**src/rtl/iact_mcast_if.sv**
```systemverilog
// iact_mcast_if: config, router-beat and PE-side handshake bundle for iact_mcast_ctrl
interface iact_mcast_if #(
    parameter int NUM_ROUTERS = 3,
    parameter int PE_ROWS     = 3,
    parameter int PE_COLS     = 4,
    parameter int NUM_SETS    = 4
);
    localparam int NUM_PE = PE_ROWS * PE_COLS;
    localparam int RW     = NUM_ROUTERS > 1 ? $clog2(NUM_ROUTERS) : 1;
    localparam int PW     = NUM_PE > 1 ? $clog2(NUM_PE) : 1;
    localparam int SW     = NUM_SETS > 1 ? $clog2(NUM_SETS) : 1;

    logic                        cfg_clear;
    logic                        cfg_valid;
    logic                        cfg_ready;
    logic [PW-1:0]               cfg_pe;
    logic [RW-1:0]               cfg_router;
    logic [SW-1:0]               cfg_set;
    logic                        cfg_done;
    logic                        run_active;
    logic [NUM_ROUTERS-1:0]      rt_valid;
    logic [NUM_ROUTERS-1:0]      rt_ready;
    logic [NUM_PE-1:0]           pe_ready;
    logic [NUM_PE-1:0]           pe_valid;
    logic [NUM_PE*RW-1:0]        pe_sel;
    logic [NUM_ROUTERS*SW-1:0]   rt_set;
    logic [NUM_ROUTERS*16-1:0]   stall_cnt;

    modport master (
        output cfg_clear, cfg_valid, cfg_pe, cfg_router, cfg_set, cfg_done, rt_valid, pe_ready,
        input  cfg_ready, run_active, rt_ready, pe_valid, pe_sel, rt_set, stall_cnt
    );

    modport slave (
        input  cfg_clear, cfg_valid, cfg_pe, cfg_router, cfg_set, cfg_done, rt_valid, pe_ready,
        output cfg_ready, run_active, rt_ready, pe_valid, pe_sel, rt_set, stall_cnt
    );
endinterface

```
**src/rtl/iact_mcast_ctrl.sv**
```systemverilog
// iact_mcast_ctrl: iact multicast routing-table controller; IACT_MCAST_STATS_EN adds per-router stall counters
module iact_mcast_ctrl #(
    parameter int NUM_ROUTERS = 3,
    parameter int PE_ROWS     = 3,
    parameter int PE_COLS     = 4,
    parameter int NUM_SETS    = 4,
    parameter int BURST_LEN   = 4
) (
    input logic         clk,
    input logic         rstn,
    iact_mcast_if.slave bus
);
    localparam int NUM_PE = PE_ROWS * PE_COLS;
    localparam int RW     = NUM_ROUTERS > 1 ? $clog2(NUM_ROUTERS) : 1;
    localparam int SW     = NUM_SETS > 1 ? $clog2(NUM_SETS) : 1;
    localparam int BW     = BURST_LEN > 1 ? $clog2(BURST_LEN) : 1;

    typedef enum logic {CFG, RUN} state_e;

    state_e                 state_q, state_d;
    logic [NUM_PE-1:0]      mask_q [NUM_ROUTERS][NUM_SETS];
    logic [NUM_PE-1:0]      mask_d [NUM_ROUTERS][NUM_SETS];
    logic [RW-1:0]          sel_q [NUM_PE];
    logic [RW-1:0]          sel_d [NUM_PE];
    logic [SW-1:0]          set_q [NUM_ROUTERS];
    logic [SW-1:0]          set_d [NUM_ROUTERS];
    logic [BW-1:0]          cnt_q [NUM_ROUTERS];
    logic [BW-1:0]          cnt_d [NUM_ROUTERS];
    logic [NUM_PE-1:0]      cur_mask [NUM_ROUTERS];
    logic [NUM_ROUTERS-1:0] rdy;
    logic [NUM_ROUTERS-1:0] xfer;
    logic                   run;
    logic                   entry_ok;

    assign run            = state_q == RUN;
    assign bus.cfg_ready  = !run;
    assign bus.run_active = run;
    assign bus.rt_ready   = rdy;
    assign entry_ok       = bus.cfg_valid && int'(bus.cfg_pe) < NUM_PE &&
                            int'(bus.cfg_router) < NUM_ROUTERS && int'(bus.cfg_set) < NUM_SETS;

    // All-or-nothing fan-out: a router is ready only when every PE of its current set is ready
    always_comb begin
        bus.pe_valid = '0;
        for (int r = 0; r < NUM_ROUTERS; r++) begin
            cur_mask[r] = mask_q[r][set_q[r]];
            rdy[r]      = run && &(bus.pe_ready | ~cur_mask[r]);
            xfer[r]     = bus.rt_valid[r] && rdy[r];
            if (xfer[r])
                bus.pe_valid = bus.pe_valid | cur_mask[r];
        end
    end

    // Flatten per-PE selects and per-router set pointers onto the output buses
    always_comb begin
        bus.pe_sel = '0;
        bus.rt_set = '0;
        for (int p = 0; p < NUM_PE; p++)
            bus.pe_sel[p*RW +: RW] = sel_q[p];
        for (int r = 0; r < NUM_ROUTERS; r++)
            bus.rt_set[r*SW +: SW] = set_q[r];
    end

    // Table writes, CFG/RUN sequencing and per-router burst/set advance
    always_comb begin
        state_d = state_q;
        mask_d  = mask_q;
        sel_d   = sel_q;
        set_d   = set_q;
        cnt_d   = cnt_q;
        if (bus.cfg_clear) begin
            state_d = CFG;
            mask_d  = '{default: '0};
            sel_d   = '{default: '0};
            set_d   = '{default: '0};
            cnt_d   = '{default: '0};
        end else if (!run) begin
            if (entry_ok) begin
                for (int r = 0; r < NUM_ROUTERS; r++)
                    for (int s = 0; s < NUM_SETS; s++)
                        mask_d[r][s][bus.cfg_pe] = 1'b0;
                mask_d[bus.cfg_router][bus.cfg_set][bus.cfg_pe] = 1'b1;
                sel_d[bus.cfg_pe] = bus.cfg_router;
            end
            if (bus.cfg_done) begin
                state_d = RUN;
                set_d   = '{default: '0};
                cnt_d   = '{default: '0};
            end
        end else begin
            for (int r = 0; r < NUM_ROUTERS; r++) begin
                if (xfer[r]) begin
                    if (cnt_q[r] == BW'(BURST_LEN - 1)) begin
                        cnt_d[r] = '0;
                        set_d[r] = set_q[r] == SW'(NUM_SETS - 1) ? '0 : set_q[r] + 1'b1;
                    end else begin
                        cnt_d[r] = cnt_q[r] + 1'b1;
                    end
                end
            end
        end
    end

    // State, table and counter registers
    always_ff @(posedge clk) begin
        if (!rstn) begin
            state_q <= CFG;
            mask_q  <= '{default: '0};
            sel_q   <= '{default: '0};
            set_q   <= '{default: '0};
            cnt_q   <= '{default: '0};
        end else begin
            state_q <= state_d;
            mask_q  <= mask_d;
            sel_q   <= sel_d;
            set_q   <= set_d;
            cnt_q   <= cnt_d;
        end
    end

`ifdef IACT_MCAST_STATS_EN
    logic [15:0] stall_q [NUM_ROUTERS];
    logic [15:0] stall_d [NUM_ROUTERS];

    // Saturating count of RUN cycles where a router offers a beat that cannot go out
    always_comb begin
        stall_d = stall_q;
        if (bus.cfg_clear)
            stall_d = '{default: '0};
        else
            for (int r = 0; r < NUM_ROUTERS; r++)
                if (run && bus.rt_valid[r] && !rdy[r] && stall_q[r] != 16'hFFFF)
                    stall_d[r] = stall_q[r] + 16'd1;
    end

    // Stall counter registers
    always_ff @(posedge clk) begin
        if (!rstn)
            stall_q <= '{default: '0};
        else
            stall_q <= stall_d;
    end

    // Flatten stall counters onto the output bus
    always_comb begin
        bus.stall_cnt = '0;
        for (int r = 0; r < NUM_ROUTERS; r++)
            bus.stall_cnt[r*16 +: 16] = stall_q[r];
    end
`else
    assign bus.stall_cnt = '0;
`endif
endmodule

```
**src/flat_wrapper.sv**
```systemverilog
// flat-port wrapper written by rule: the top's interface ports become plain ports
module iact_mcast_ctrl_flat 
#(
    parameter int NUM_ROUTERS = 3,
    parameter int PE_ROWS     = 3,
    parameter int PE_COLS     = 4,
    parameter int NUM_SETS    = 4,
    parameter int BURST_LEN   = 4
)
  (clk, rstn, bus_cfg_clear, bus_cfg_valid, bus_cfg_pe, bus_cfg_router, bus_cfg_set, bus_cfg_done, bus_rt_valid, bus_pe_ready, bus_cfg_ready, bus_run_active, bus_rt_ready, bus_pe_valid, bus_pe_sel, bus_rt_set, bus_stall_cnt);
  iact_mcast_if #(.NUM_ROUTERS(NUM_ROUTERS), .PE_ROWS(PE_ROWS), .PE_COLS(PE_COLS), .NUM_SETS(NUM_SETS)) bus_i ();
  input logic clk;
  input logic rstn;
  input wire logic [$bits(bus_i.cfg_clear)-1:0] bus_cfg_clear;
  input wire logic [$bits(bus_i.cfg_valid)-1:0] bus_cfg_valid;
  input wire logic [$bits(bus_i.cfg_pe)-1:0] bus_cfg_pe;
  input wire logic [$bits(bus_i.cfg_router)-1:0] bus_cfg_router;
  input wire logic [$bits(bus_i.cfg_set)-1:0] bus_cfg_set;
  input wire logic [$bits(bus_i.cfg_done)-1:0] bus_cfg_done;
  input wire logic [$bits(bus_i.rt_valid)-1:0] bus_rt_valid;
  input wire logic [$bits(bus_i.pe_ready)-1:0] bus_pe_ready;
  output wire logic [$bits(bus_i.cfg_ready)-1:0] bus_cfg_ready;
  output wire logic [$bits(bus_i.run_active)-1:0] bus_run_active;
  output wire logic [$bits(bus_i.rt_ready)-1:0] bus_rt_ready;
  output wire logic [$bits(bus_i.pe_valid)-1:0] bus_pe_valid;
  output wire logic [$bits(bus_i.pe_sel)-1:0] bus_pe_sel;
  output wire logic [$bits(bus_i.rt_set)-1:0] bus_rt_set;
  output wire logic [$bits(bus_i.stall_cnt)-1:0] bus_stall_cnt;
  assign bus_i.cfg_clear = bus_cfg_clear;
  assign bus_i.cfg_valid = bus_cfg_valid;
  assign bus_i.cfg_pe = bus_cfg_pe;
  assign bus_i.cfg_router = bus_cfg_router;
  assign bus_i.cfg_set = bus_cfg_set;
  assign bus_i.cfg_done = bus_cfg_done;
  assign bus_i.rt_valid = bus_rt_valid;
  assign bus_i.pe_ready = bus_pe_ready;
  assign bus_cfg_ready = bus_i.cfg_ready;
  assign bus_run_active = bus_i.run_active;
  assign bus_rt_ready = bus_i.rt_ready;
  assign bus_pe_valid = bus_i.pe_valid;
  assign bus_pe_sel = bus_i.pe_sel;
  assign bus_rt_set = bus_i.rt_set;
  assign bus_stall_cnt = bus_i.stall_cnt;
  iact_mcast_ctrl #(.NUM_ROUTERS(NUM_ROUTERS), .PE_ROWS(PE_ROWS), .PE_COLS(PE_COLS), .NUM_SETS(NUM_SETS), .BURST_LEN(BURST_LEN)) u_core (.clk(clk), .rstn(rstn), .bus(bus_i));
endmodule
```
**config.mk**
```make
export PLATFORM = sky130hd
export DESIGN_NAME = iact_mcast_ctrl_flat
export DESIGN_NICKNAME = d
export VERILOG_FILES = /design/src/rtl/iact_mcast_if.sv /design/src/rtl/iact_mcast_ctrl.sv /design/src/flat_wrapper.sv
export SDC_FILE = /design/constraint.sdc
export NUM_CORES = 1
export LEC_CHECK = 0
export ABC_AREA = 1
export CAP_MARGIN = 20
export CORE_ASPECT_RATIO = 1.1
export CORE_UTILIZATION = 60
export CTS_CLUSTER_SIZE = 10
export DETAILED_ROUTE_END_ITERATION = 7
export PLACE_DENSITY_LB_ADDON = 0.2
export SLEW_MARGIN = 40
export SYNTH_ARGS = -nofsm -noshare
export SYNTH_HDL_FRONTEND = slang
export SYNTH_SLANG_ARGS = --single-unit
```
**constraint.sdc**
```tcl
create_clock -name clk -period 3.3 [get_ports clk]
set_input_delay 0.66 -clock clk [delete_from_list [all_inputs] [get_ports clk]]
set_output_delay 0.66 -clock clk [all_outputs]
set_load 0.01 [all_outputs]
```
# Word-level counts from Yosys, hierarchy flattened
# Index checks and enable logic that the tools add are counted.
dict set report totals {
  ff_bits 181
  output_inout_bits 95
  wordCells 158
}
dict set report op_classes {
  add_sub_neg 6
  n_lt_le_gt_ge 13
  eq_ne 12
  muxes 41
  n_bitwise 30
  reduce_logical 25
}
# cell n
set ops {}
lappend ops {{$and 12x12->12} 12}
lappend ops {{$or 144x144->144} 1}
lappend ops {{$mux 12} 10}
lappend ops {{$demux 48 s2} 1}
lappend ops {{$bmux 12 s2} 3}
lappend ops {{$or 12x12->12} 5}
lappend ops {{$mux 48} 1}
lappend ops {{$not 12->12} 4}
lappend ops {{$reduce_and 12->1} 3}
lappend ops {{$mux 2} 16}
lappend ops {{$bwmux 24} 1}
lappend ops {{$demux 12 s2} 1}
lappend ops {{$mux 6} 3}
lappend ops {{$ge 3x3->1 const B} 5}
lappend ops {{$not 2->3} 5}
lappend ops {{$add 2x1->2 const B} 6}
lappend ops {{$eq 2x2->1 const B} 6}
lappend ops {{$logic_and 1x1->1} 12}
lappend ops {{$ne 2x2->1 const B} 6}
lappend ops {{$reduce_and 3->1} 3}
lappend ops {{$demux 2 s4} 1}
lappend ops {{$reduce_and 2->1} 4}
lappend ops {{$lt 3x1->1 const B} 2}
lappend ops {{$ge 5x5->1 const B} 1}
lappend ops {{12 further kinds} 15}

# Logic depth before layout (Yosys ltp)
# Gate-level depths: netlist (run 1).
dict set report logic_depth {
  ltp_word 14
  ltp_mapped 16
  depth_no_buf 14
}

# Worst setup path before layout (run 1)
# OpenSTA, ideal clock, no wires.
dict set report synth_timing {
  path_kind {reg2out}
  from {register u_core.set_q (netlist bit u_core.bus.rt_set[2])}
  to {output bus_pe_valid[5]}
  t_arrival_ns 1.778
  slack_ns 0.862
  path_stages_with_launch 11
  path_cell_list {dfxtp_1 -> buf_6 -> inv_4 -> buf_6 -> nand2_1 -> nand3_1 -> nand3_1 -> nand3_1 -> nor4_1 -> nand3b_1 -> nand3_1}
}
dict set report synth_via {
  elab_chain_len 12
}
# element line
set synth_lines {}
lappend synth_lines {{start: declaration} iact_mcast_ctrl.sv:25} ;# logic [SW-1:0] set_q [NUM_ROUTERS];
lappend synth_lines {{start signal: assignment} iact_mcast_ctrl.sv:116} ;# set_q <= set_d;
lappend synth_lines {{$not 2->3 (not written as such) (*)} iact_mcast_ctrl.sv:46} ;# cur_mask[r] = mask_q[r][set_q[r]];
lappend synth_lines {{$bmux 12 s2 (*)} iact_mcast_ctrl.sv:46}
lappend synth_lines {{$mux 12 (not written as such) (*) (2 in series)} iact_mcast_ctrl.sv:46}
lappend synth_lines {{$not 12->12 (*)} iact_mcast_ctrl.sv:47} ;# rdy[r] = run && &(bus.pe_ready | ~cur_mask[r]);
lappend synth_lines {{$or 12x12->12 (*)} iact_mcast_ctrl.sv:47}
lappend synth_lines {{$reduce_and 12->1 (*)} iact_mcast_ctrl.sv:47}
lappend synth_lines {{$logic_and 1x1->1 (*)} iact_mcast_ctrl.sv:47}
lappend synth_lines {{via bus_rt_ready[1]} flat_wrapper.sv:24} ;# output wire logic [$bits(bus_i.rt_ready)-1:0] bus_rt_ready;
lappend synth_lines {{$logic_and 1x1->1 (*)} iact_mcast_ctrl.sv:48} ;# xfer[r] = bus.rt_valid[r] && rdy[r];
lappend synth_lines {{$mux 12 (*)} iact_mcast_ctrl.sv:49} ;# if (xfer[r])
lappend synth_lines {{$or 12x12->12} iact_mcast_ctrl.sv:50} ;# bus.pe_valid = bus.pe_valid | cur_mask[r];
lappend synth_lines {{$mux 12 (*)} iact_mcast_ctrl.sv:49}
lappend synth_lines {{end: declaration} flat_wrapper.sv:25} ;# output wire logic [$bits(bus_i.pe_valid)-1:0] bus_pe_valid;
# The timed path passes the listed nets; every way through them passes the cells marked *. The select of a mux whose other input is x is not followed.

# Worst setup path in the final report (run 1)
dict set report layout_timing {
  from {register u_core.set_q (netlist bit u_core.bus.rt_set[4])}
  to {output bus_pe_valid[2]}
}
dict set report layout_via {
  elab_chain_len 10
}
# element line
set layout_lines {}
lappend layout_lines {{$not 2->3 (not written as such) (*)} iact_mcast_ctrl.sv:46}
lappend layout_lines {{$bmux 12 s2 (*)} iact_mcast_ctrl.sv:46}
lappend layout_lines {{$mux 12 (not written as such) (*) (2 in series)} iact_mcast_ctrl.sv:46}
lappend layout_lines {{$not 12->12} iact_mcast_ctrl.sv:47}
lappend layout_lines {{$or 12x12->12} iact_mcast_ctrl.sv:47}
lappend layout_lines {{$reduce_and 12->1} iact_mcast_ctrl.sv:47}
lappend layout_lines {{$logic_and 1x1->1} iact_mcast_ctrl.sv:47}
lappend layout_lines {{$logic_and 1x1->1} iact_mcast_ctrl.sv:48}
lappend layout_lines {{$mux 12 (*)} iact_mcast_ctrl.sv:49}
# Mark *: on every way between the ends. The rest lies on a longest branch, timed or not. The select of a mux whose other input is x is not followed.

==> results.txt, run 1 <==
----------------------------------------------------
[Floorplanning]
  Floorplan core area ... ~15000 µm²
  Die width ... 119 µm
  Row count ... between 40 and 50
  Initial core utilization ... around 62%
  Number of I/O pins ... between 100 and 150
  Die area ... about 16000 µm²
  Chip Height ... between 100 and 150 µm

[Synth]
  Post-synthesis cell count ... between 1000 and 1500
  Number of warnings printed during yosys synthesis ... 0
  Post-synth top cells ... sky130_fd_sc_hd__nand2_1 (493), sky130_fd_sc_hd__dfxtp_1 (181), sky130_fd_sc_hd__a21oi_1 (175)
  Number of enable flip-flop cells after synthesis ... 0
  Top cells by area, synth ... sky130_fd_sc_hd__dfxtp_1 (40%), sky130_fd_sc_hd__nand2_1 (21%), sky130_fd_sc_hd__a21oi_1 (9.7%)
  Cell Area, Synth ... 9030 µm²
  Share of async-settable or async-resettable flops after synthesis ... 0%
  Library cell occupying the most area in the post-synthesis netlist ... sky130_fd_sc_hd__dfxtp_1
  Post-Synthesis Mean Instance Area ... 6.61 µm²
  Number of flip-flops and latches in the synthesized netlist ... roughly 180
  Prevailing post-synth register cell ... sky130_fd_sc_hd__dfxtp_1
  Number of different library cells in the post-synthesis netlist ... 28
  Synth top area share ... between 40% and 50%
  Dominant cell by count in the synthesized netlist ... sky130_fd_sc_hd__nand2_1
  Sequential-to-total area share from yosys stat ... between 40% and 50%

[Cells and area]
  Layout Area Growth over Synthesis ... 17.0%
  Layout cell share with drive strength beyond 1 ... slightly above 10%
  Diodes inserted ... 0
  Final Net Count ... roughly 1500
  Finished Cell Area ... 10600 µm²
  Fraction of the core area covered by cells at the end of the flow ... around 73%

[Drt]
  WL/cell ... about 17 µm
  Via density ... just under 6
  Final WL ... ~28000 µm
  Via count of the routed design ... about 9500
  Number of antenna-violating nets in the routed design ... 0
  Number of optimization iterations in the first detailed-route pass ... 6
  DRC Markers ... 0
  Initial detailed-routing violation count ... between 1000 and 1500

[Power]
  Peak VDD IR ... approximately 0.35 mV
  Comb power frac ... a little over a tenth
  Clock power frac ... 41.7%
  Cell-internal power ... 3.38 mW
  Sw Ratio ... a little over a quarter
  Power Dens Cells ... 438 nW/µm²
  Reported leakage power ... roughly 3.9 nW
  Total Power ... 4.62 mW
  Net switching power ... about 1.2 mW
  Seq pwr share ... a little under half

[Clock tree]
  Clock latency on the worst-skew pair ... 440 ps
  Clk sink count ... around 180
  CTS Buffer Depth ... 2
  H-Tree Level Count ... 4
  CTS clk-pin slew, worst paths ... about 60 ps
  CTS Buf Count ... 17
  TritonCTS clock tree ... yes
  CTS Root Buffer Type ... sky130_fd_sc_hd__clkbuf_16

[Placement]
  Port Buffers ... 74
  Final estimated routing congestion in global placement ... between 1 and 1.5
  Instance area after placement ... 9940 µm²
  Setup slack at placement ... -111 ps
  Detail Placement HPWL ... ~18000 µm

[Global route]
  Initial antenna violation count ... 0
  Number of global-route vias before repair ... between 8000 and 9000
  Residual overflow from global routing ... 0
  Wire length of the first global-routing pass ... around 43000 µm
  Pin count of the biggest net entering global routing ... 52
  GR Util All Layers ... roughly 36%

[STA]
  Fin. max-slew vios ... 0
  Final setup margin ... just under 50 ps
  Least-Margin Pin Slew ... 804 ps
  FMAX ... between 0.3 and 0.4 GHz
  Final worst-path cycle share ... ~99%
  Worst hold slack after final layout ... roughly 460 ps
  Minimum clock period after layout ... around 3300 ps
  Final setup fails ... 0
  Slew headroom ... 46.3%
  Number of hold violations in the final report ... 0
  Skew final ... between 7 and 8 ps

[Critical path]
  Category of the critical setup timing path ... register to output port
  Critical Path Fanout Max ... 12
  Largest stage delay on the critical path ... about 370 ps
  Family with the most delay on the worst path ... simple AND/OR/NAND/NOR gates
  CP cell instances ... inv_4 > buf_12 > nand2_1 > nand3_1 > nand3_1 > nand3_2 > nor2_2 > nand3_1 > inv_2 > buf_4 > buf_12 > nand3_1 > o211ai_1 > buf_2
  Required time of the critical path ... about 2600 ps
  Cell with the largest stage delay on the worst path ... sky130_fd_sc_hd__dfxtp_4
  Number of buffers and inverters on the critical path ... 6
  Most common cell type on the critical path ... sky130_fd_sc_hd__nand3_1
  Arrival time at the worst endpoint ... roughly 2600 ps
  Nature of the critical path endpoint ... output port
  Setup crit start kind ... register

[Outcome]
  Status ... finished, final reports clean

[Job]
  Max Cap Viol ... 0

[Worst hold path]
  Type of the most critical hold path ... register to register

----------------------------------------------------
-- cell type report --
type	count	area [µm²]
clock buffers	20	437
clock inverters	12	104
fillers	1227	4000
inverters	77	304
multi-input cells	1026	4590
flip-flops and latches	181	3630
well taps	192	240
repair buffers	135	1250
-- through the flow --
stage / TNS, ps / cells
finish: 0 / 1643
CTS: 0 / 1640
detailed placement: -980 / 1607
global route: -47.4 / 1643
floorplan: 0 / 1412
global placement: -510 / 1607
-- power groups by stage --
stage / clock (mW) / combinational [mW] / sequential [mW]
6_report: 1.93 / 0.491 / 2.20
3_5_place_dp: 0 / 0.461 / 2.25
2_1_floorplan: 0 / 0.309 / 2.25
3_3_place_gp: 0 / 0.458 / 2.25
4_1_cts: 1.92 / 0.467 / 2.20
5_1_grt: 2.01 / 0.517 / 2.20
-- final timing paths --
kind	start	end	slack, ps	cells after the start
setup / recovery	u_core.bus.rt_set[4]	bus_pe_valid[2]	50	14
hold reg to reg	u_core.mask_q[92]	u_core.mask_q[92]	460	2
hold / removal	u_core.mask_q[92]	u_core.mask_q[92]	460	2
setup reg to reg	u_core.bus.rt_set[1]	u_core.bus.rt_set[0]	1240	13
-- cell families after synthesis --
family | count (synthesis) | share of synthesized area, %
AOI/OAI and AO/OA | 211 | 12.0
buffers and inverters | 205 | 11.9
other | 1 | 0.0415
DFF | 181 | 40.1
adders and majority gates | 6 | 0.832
and+or+nand+nor | 761 | 35.1
-- per-layer routing --
| layer | up-vias | routed length [µm] | global-route usage, % |
|---|---|---|---|
| li1 | 4448 | - | - |
| met1 | 4245 | 11200 | 47.9 |
| met2 | 652 | 12300 | 58.3 |
| met3 | 123 | 3260 | 7.03 |
| met4 | 0 | 1280 | 16.8 |
| met5 | - | 0 | 0 |
-- cell usage in the layout, fill, tap and decap left out, drive strengths merged, types with 2 or more instances in the layout --
| cell type | count |
|---|---|
| inv | 79 |
| nor4 | 2 |
| clkdlybuf4s50 | 61 |
| nand2 | 498 |
| clkbuf | 28 |
| clkinv | 6 |
| nand4 | 9 |
| conb | 48 |
| dfxtp | 181 |
| nor3 | 4 |
| ha | 6 |
| buf | 63 |
| o21ai | 24 |
| nand3 | 148 |
| nor2 | 97 |
| o211ai | 12 |
| a21oi | 175 |
| clkinvlp | 3 |
-- what timing repair did --
| item | CTS | global route |
|---|---|---|
| cloned | 0 | 0 |
| setup endpoints to repair | 14 | 14 |
| resized for setup | 23 | 40 |
| pin swaps | 0 | 4 |
| buffers inserted | 1 | 3 |
| hold buffers | 0 | 0 |
-- registers in the layout (all words and copies together) (netlist names) --
name	count
u_core.cnt_q	6
u_core.bus.rt_set	6
u_core.bus.pe_sel	24
u_core.mask_q	144
u_core.bus.run_active	1
-- worst reg2reg max path, stage by stage, from the launching register on --
cell	delay [ps]
sky130_fd_sc_hd__dfxtp_2	400
sky130_fd_sc_hd__inv_1	100
sky130_fd_sc_hd__buf_4	180
sky130_fd_sc_hd__nand3_1	170
sky130_fd_sc_hd__nand3_1	120
sky130_fd_sc_hd__nand2_1	120
sky130_fd_sc_hd__nor3_2	250
sky130_fd_sc_hd__nand3_2	110
sky130_fd_sc_hd__buf_4	150
sky130_fd_sc_hd__nand2_2	100
sky130_fd_sc_hd__nand3_2	100
sky130_fd_sc_hd__nand2_1	90
sky130_fd_sc_hd__nand2_1	50
sky130_fd_sc_hd__nor2_1	80
Power figures use the tool's default switching activity.
==> run 2, diff against run 1 <==
Settings changed: CORE_UTILIZATION 60 to 55.
Clock period 3.3 ns to 3.15 ns, I/O delays scaled along.
==> run 2 against run 1 <==
Net effect:
- the run now ends with negative setup slack left
- clock-buffer cell count fell by 3
- sequential cell count stayed put
- non-clock buffer count is 13 higher
- combinational power grew 18%
- clock skew is 2.9 ps higher
- global-route usage shrank 2.0 points
- via count grew 2.2%
- critical path type unchanged
- final cell count grew 1.3%
- sequential share of layout area fell by 1.9 points
- critical endpoint is now bus_pe_valid[0]
==> results.txt, run 2 (same netlist as run 1, synthesis figures left out) <==
----------------------------------------------------
[Clock tree]
  Clock latency on the worst-skew pair ... around 440 ps
  H-Tree Level Count ... 4
  Clk sink count ... between 150 and 200
  CTS Buf Count ... 17
  CTS clk-pin slew, worst paths ... roughly 70 ps
  Hold buffer count at CTS ... 0
  TritonCTS clock tree ... yes
  CTS Buffer Depth ... 2
  CTS Root Buffer Type ... sky130_fd_sc_hd__clkbuf_16

[Critical path]
  Timing startpoint of the critical path ... u_core.bus.rt_set[0]
  Critical Path Fanout Max ... 25
  R2r startpoint ... u_core.bus.run_active
  Nature of the critical path endpoint ... output port
  Arrival time at the worst endpoint ... 2600 ps
  Category of the critical setup timing path ... register to output port
  Setup crit start kind ... register
  Required time of the critical path ... around 2500 ps

[Drt]
  Final WL ... slightly above 30000 µm
  Via count of the routed design ... 9678
  Number of antenna-violating nets in the routed design ... 0
  Number of optimization iterations in the first detailed-route pass ... 6
  Via density ... 5.81
  WL/cell ... 18.2 µm
  DRC Markers ... 0
  Initial detailed-routing violation count ... 1335

[Floorplanning]
  Chip Height ... 136 µm
  Die area ... 16900 µm²
  Row count ... between 40 and 50
  Initial core utilization ... between 50% and 60%
  Number of I/O pins ... between 100 and 150
  Floorplan core area ... roughly 16000 µm²
  Die width ... around 120 µm

[Outcome]
  Status ... complete, but fails checks
  Violated checks ... negative setup slack

[Power]
  Power Dens Cells ... about 450 nW/µm²
  Peak VDD IR ... 0.365 mV
  Reported leakage power ... about 4.2 nW
  Total Power ... approximately 5.1 mW

[STA]
  FMAX ... 0.309 GHz
  Skew final ... 10.5 ps
  Fin. max-slew vios ... 0
  Slew headroom ... between 40% and 50%
  Final setup fails ... 1
  Least-Margin Pin Slew ... 769 ps
  Final setup margin ... -82.7 ps
  Final worst-path cycle share ... 103%
  Minimum clock period after layout ... roughly 3200 ps
  Post-Route Setup TNS ... -82.7 ps
  Setup repair after global routing missed its margin ... yes
  Number of hold violations in the final report ... 0

[Global route]
  GR Util All Layers ... 34.5%
  Number of global-route vias before repair ... 8408
  Initial antenna violation count ... 0
  Residual overflow from global routing ... 0
  Wire length of the first global-routing pass ... between 40000 and 50000 µm
  Pin count of the biggest net entering global routing ... between 50 and 60

[Placement]
  Port Buffers ... 74
  Final estimated routing congestion in global placement ... 0.943
  Instance area after placement ... 9910 µm²
  Detail Placement HPWL ... ~18000 µm

[Cells and area]
  Largest register FFs ... 144
  Commonest non-fill, non-tap cells in the layout ... sky130_fd_sc_hd__nand2_1 (483), sky130_fd_sc_hd__dfxtp_1 (176), sky130_fd_sc_hd__a21oi_1 (175), sky130_fd_sc_hd__nand3_1 (97), sky130_fd_sc_hd__nor2_1 (90)
  Register with the highest flop count ... u_core.mask_q
  Most common cell after layout, fill and taps aside ... sky130_fd_sc_hd__nand2_1
  Layout cell share with drive strength beyond 1 ... ~14%
  Final Net Count ... 1486
  Diodes inserted ... 0
  Layout Area Growth over Synthesis ... 23.8%
  Finished Cell Area ... 11200 µm²

[Job]
  Max Cap Viol ... 0

[Worst hold path]
  Type of the most critical hold path ... register to register
  Hold path startpoint ... u_core.mask_q[79]

----------------------------------------------------
-- run 2: critical path: stages, from the launching register on --
cell                       delay (ps)
sky130_fd_sc_hd__dfxtp_4          470
sky130_fd_sc_hd__inv_8            120
sky130_fd_sc_hd__nand2_1           80
sky130_fd_sc_hd__nand3_1          160
sky130_fd_sc_hd__nand3_2          150
sky130_fd_sc_hd__nand2_4           70
sky130_fd_sc_hd__nor3_4           200
sky130_fd_sc_hd__nand3_2          130
sky130_fd_sc_hd__clkinv_4         120
sky130_fd_sc_hd__buf_6            120
sky130_fd_sc_hd__nand3_1          100
sky130_fd_sc_hd__o211ai_1         200
sky130_fd_sc_hd__buf_2            200
-- run 2: where the power goes --
part	switching [mW]	total [mW]	internal (mW)
clock network	0.994	2.18	1.19
logic	0.379	0.579	0.200
registers	0.0127	2.31	2.29
-- run 2: final cells by class --
| class | instances | area [µm²] |
|---|---|---|
| clock buffer | 17 | 425 |
| clock inverter | 15 | 166 |
| fill | 1332 | 4680 |
| inverter | 77 | 317 |
| multi-input combinational | 1026 | 4830 |
| sequential | 181 | 3640 |
| tap | 200 | 250 |
| timing repair buffer | 148 | 1550 |
| timing repair inverter | 1 | 7.51 |
-- run 2: path summary, 6_finish.rpt --
path	endpoint	slack, ps	depth (start not counted)
min reg2reg	u_core.mask_q[79]	460	2
min	u_core.mask_q[79]	460	2
max reg2reg	u_core.mask_q[57]	970	8
max	bus_pe_valid[0]	-80	12
-- run 2: metal layers --
| layer | wire length (µm) | track usage (%) | up-vias | share of wire (%) |
|---|---|---|---|---|
| li1 | - | - | 4457 | - |
| met1 | 12000 | 46.9 | 4382 | 40 |
| met2 | 13300 | 52.9 | 706 | 44 |
| met3 | 3520 | 7.13 | 133 | 12 |
| met4 | 1420 | 13.7 | 0 | 4.7 |
| met5 | 0 | 0 | - | 0 |
-- run 2: per-stage QoR --
| stage | util (%) | cells | hold WS (ps) | setup WS, ps |
|---|---|---|---|---|
| finish | 70.5 | 1665 | 461 | -82.7 |
| global route | 70.5 | 1665 | 475 | -112 |
| CTS | 67.4 | 1644 | 462 | -226 |
| detailed placement | 62.5 | 1606 | 452 | -334 |
| global placement | 62.5 | 1606 | 448 | -352 |
| floorplan | - | 1412 | 440 | 742 |
-- run 2: timing repair --
item | in CTS | in global routing
gates cloned | 2 | 5
setup endpoints to repair | 14 | 13
setup buffers | 4 | 16
pin swaps | 6 | 18
resized for setup | 55 | 86
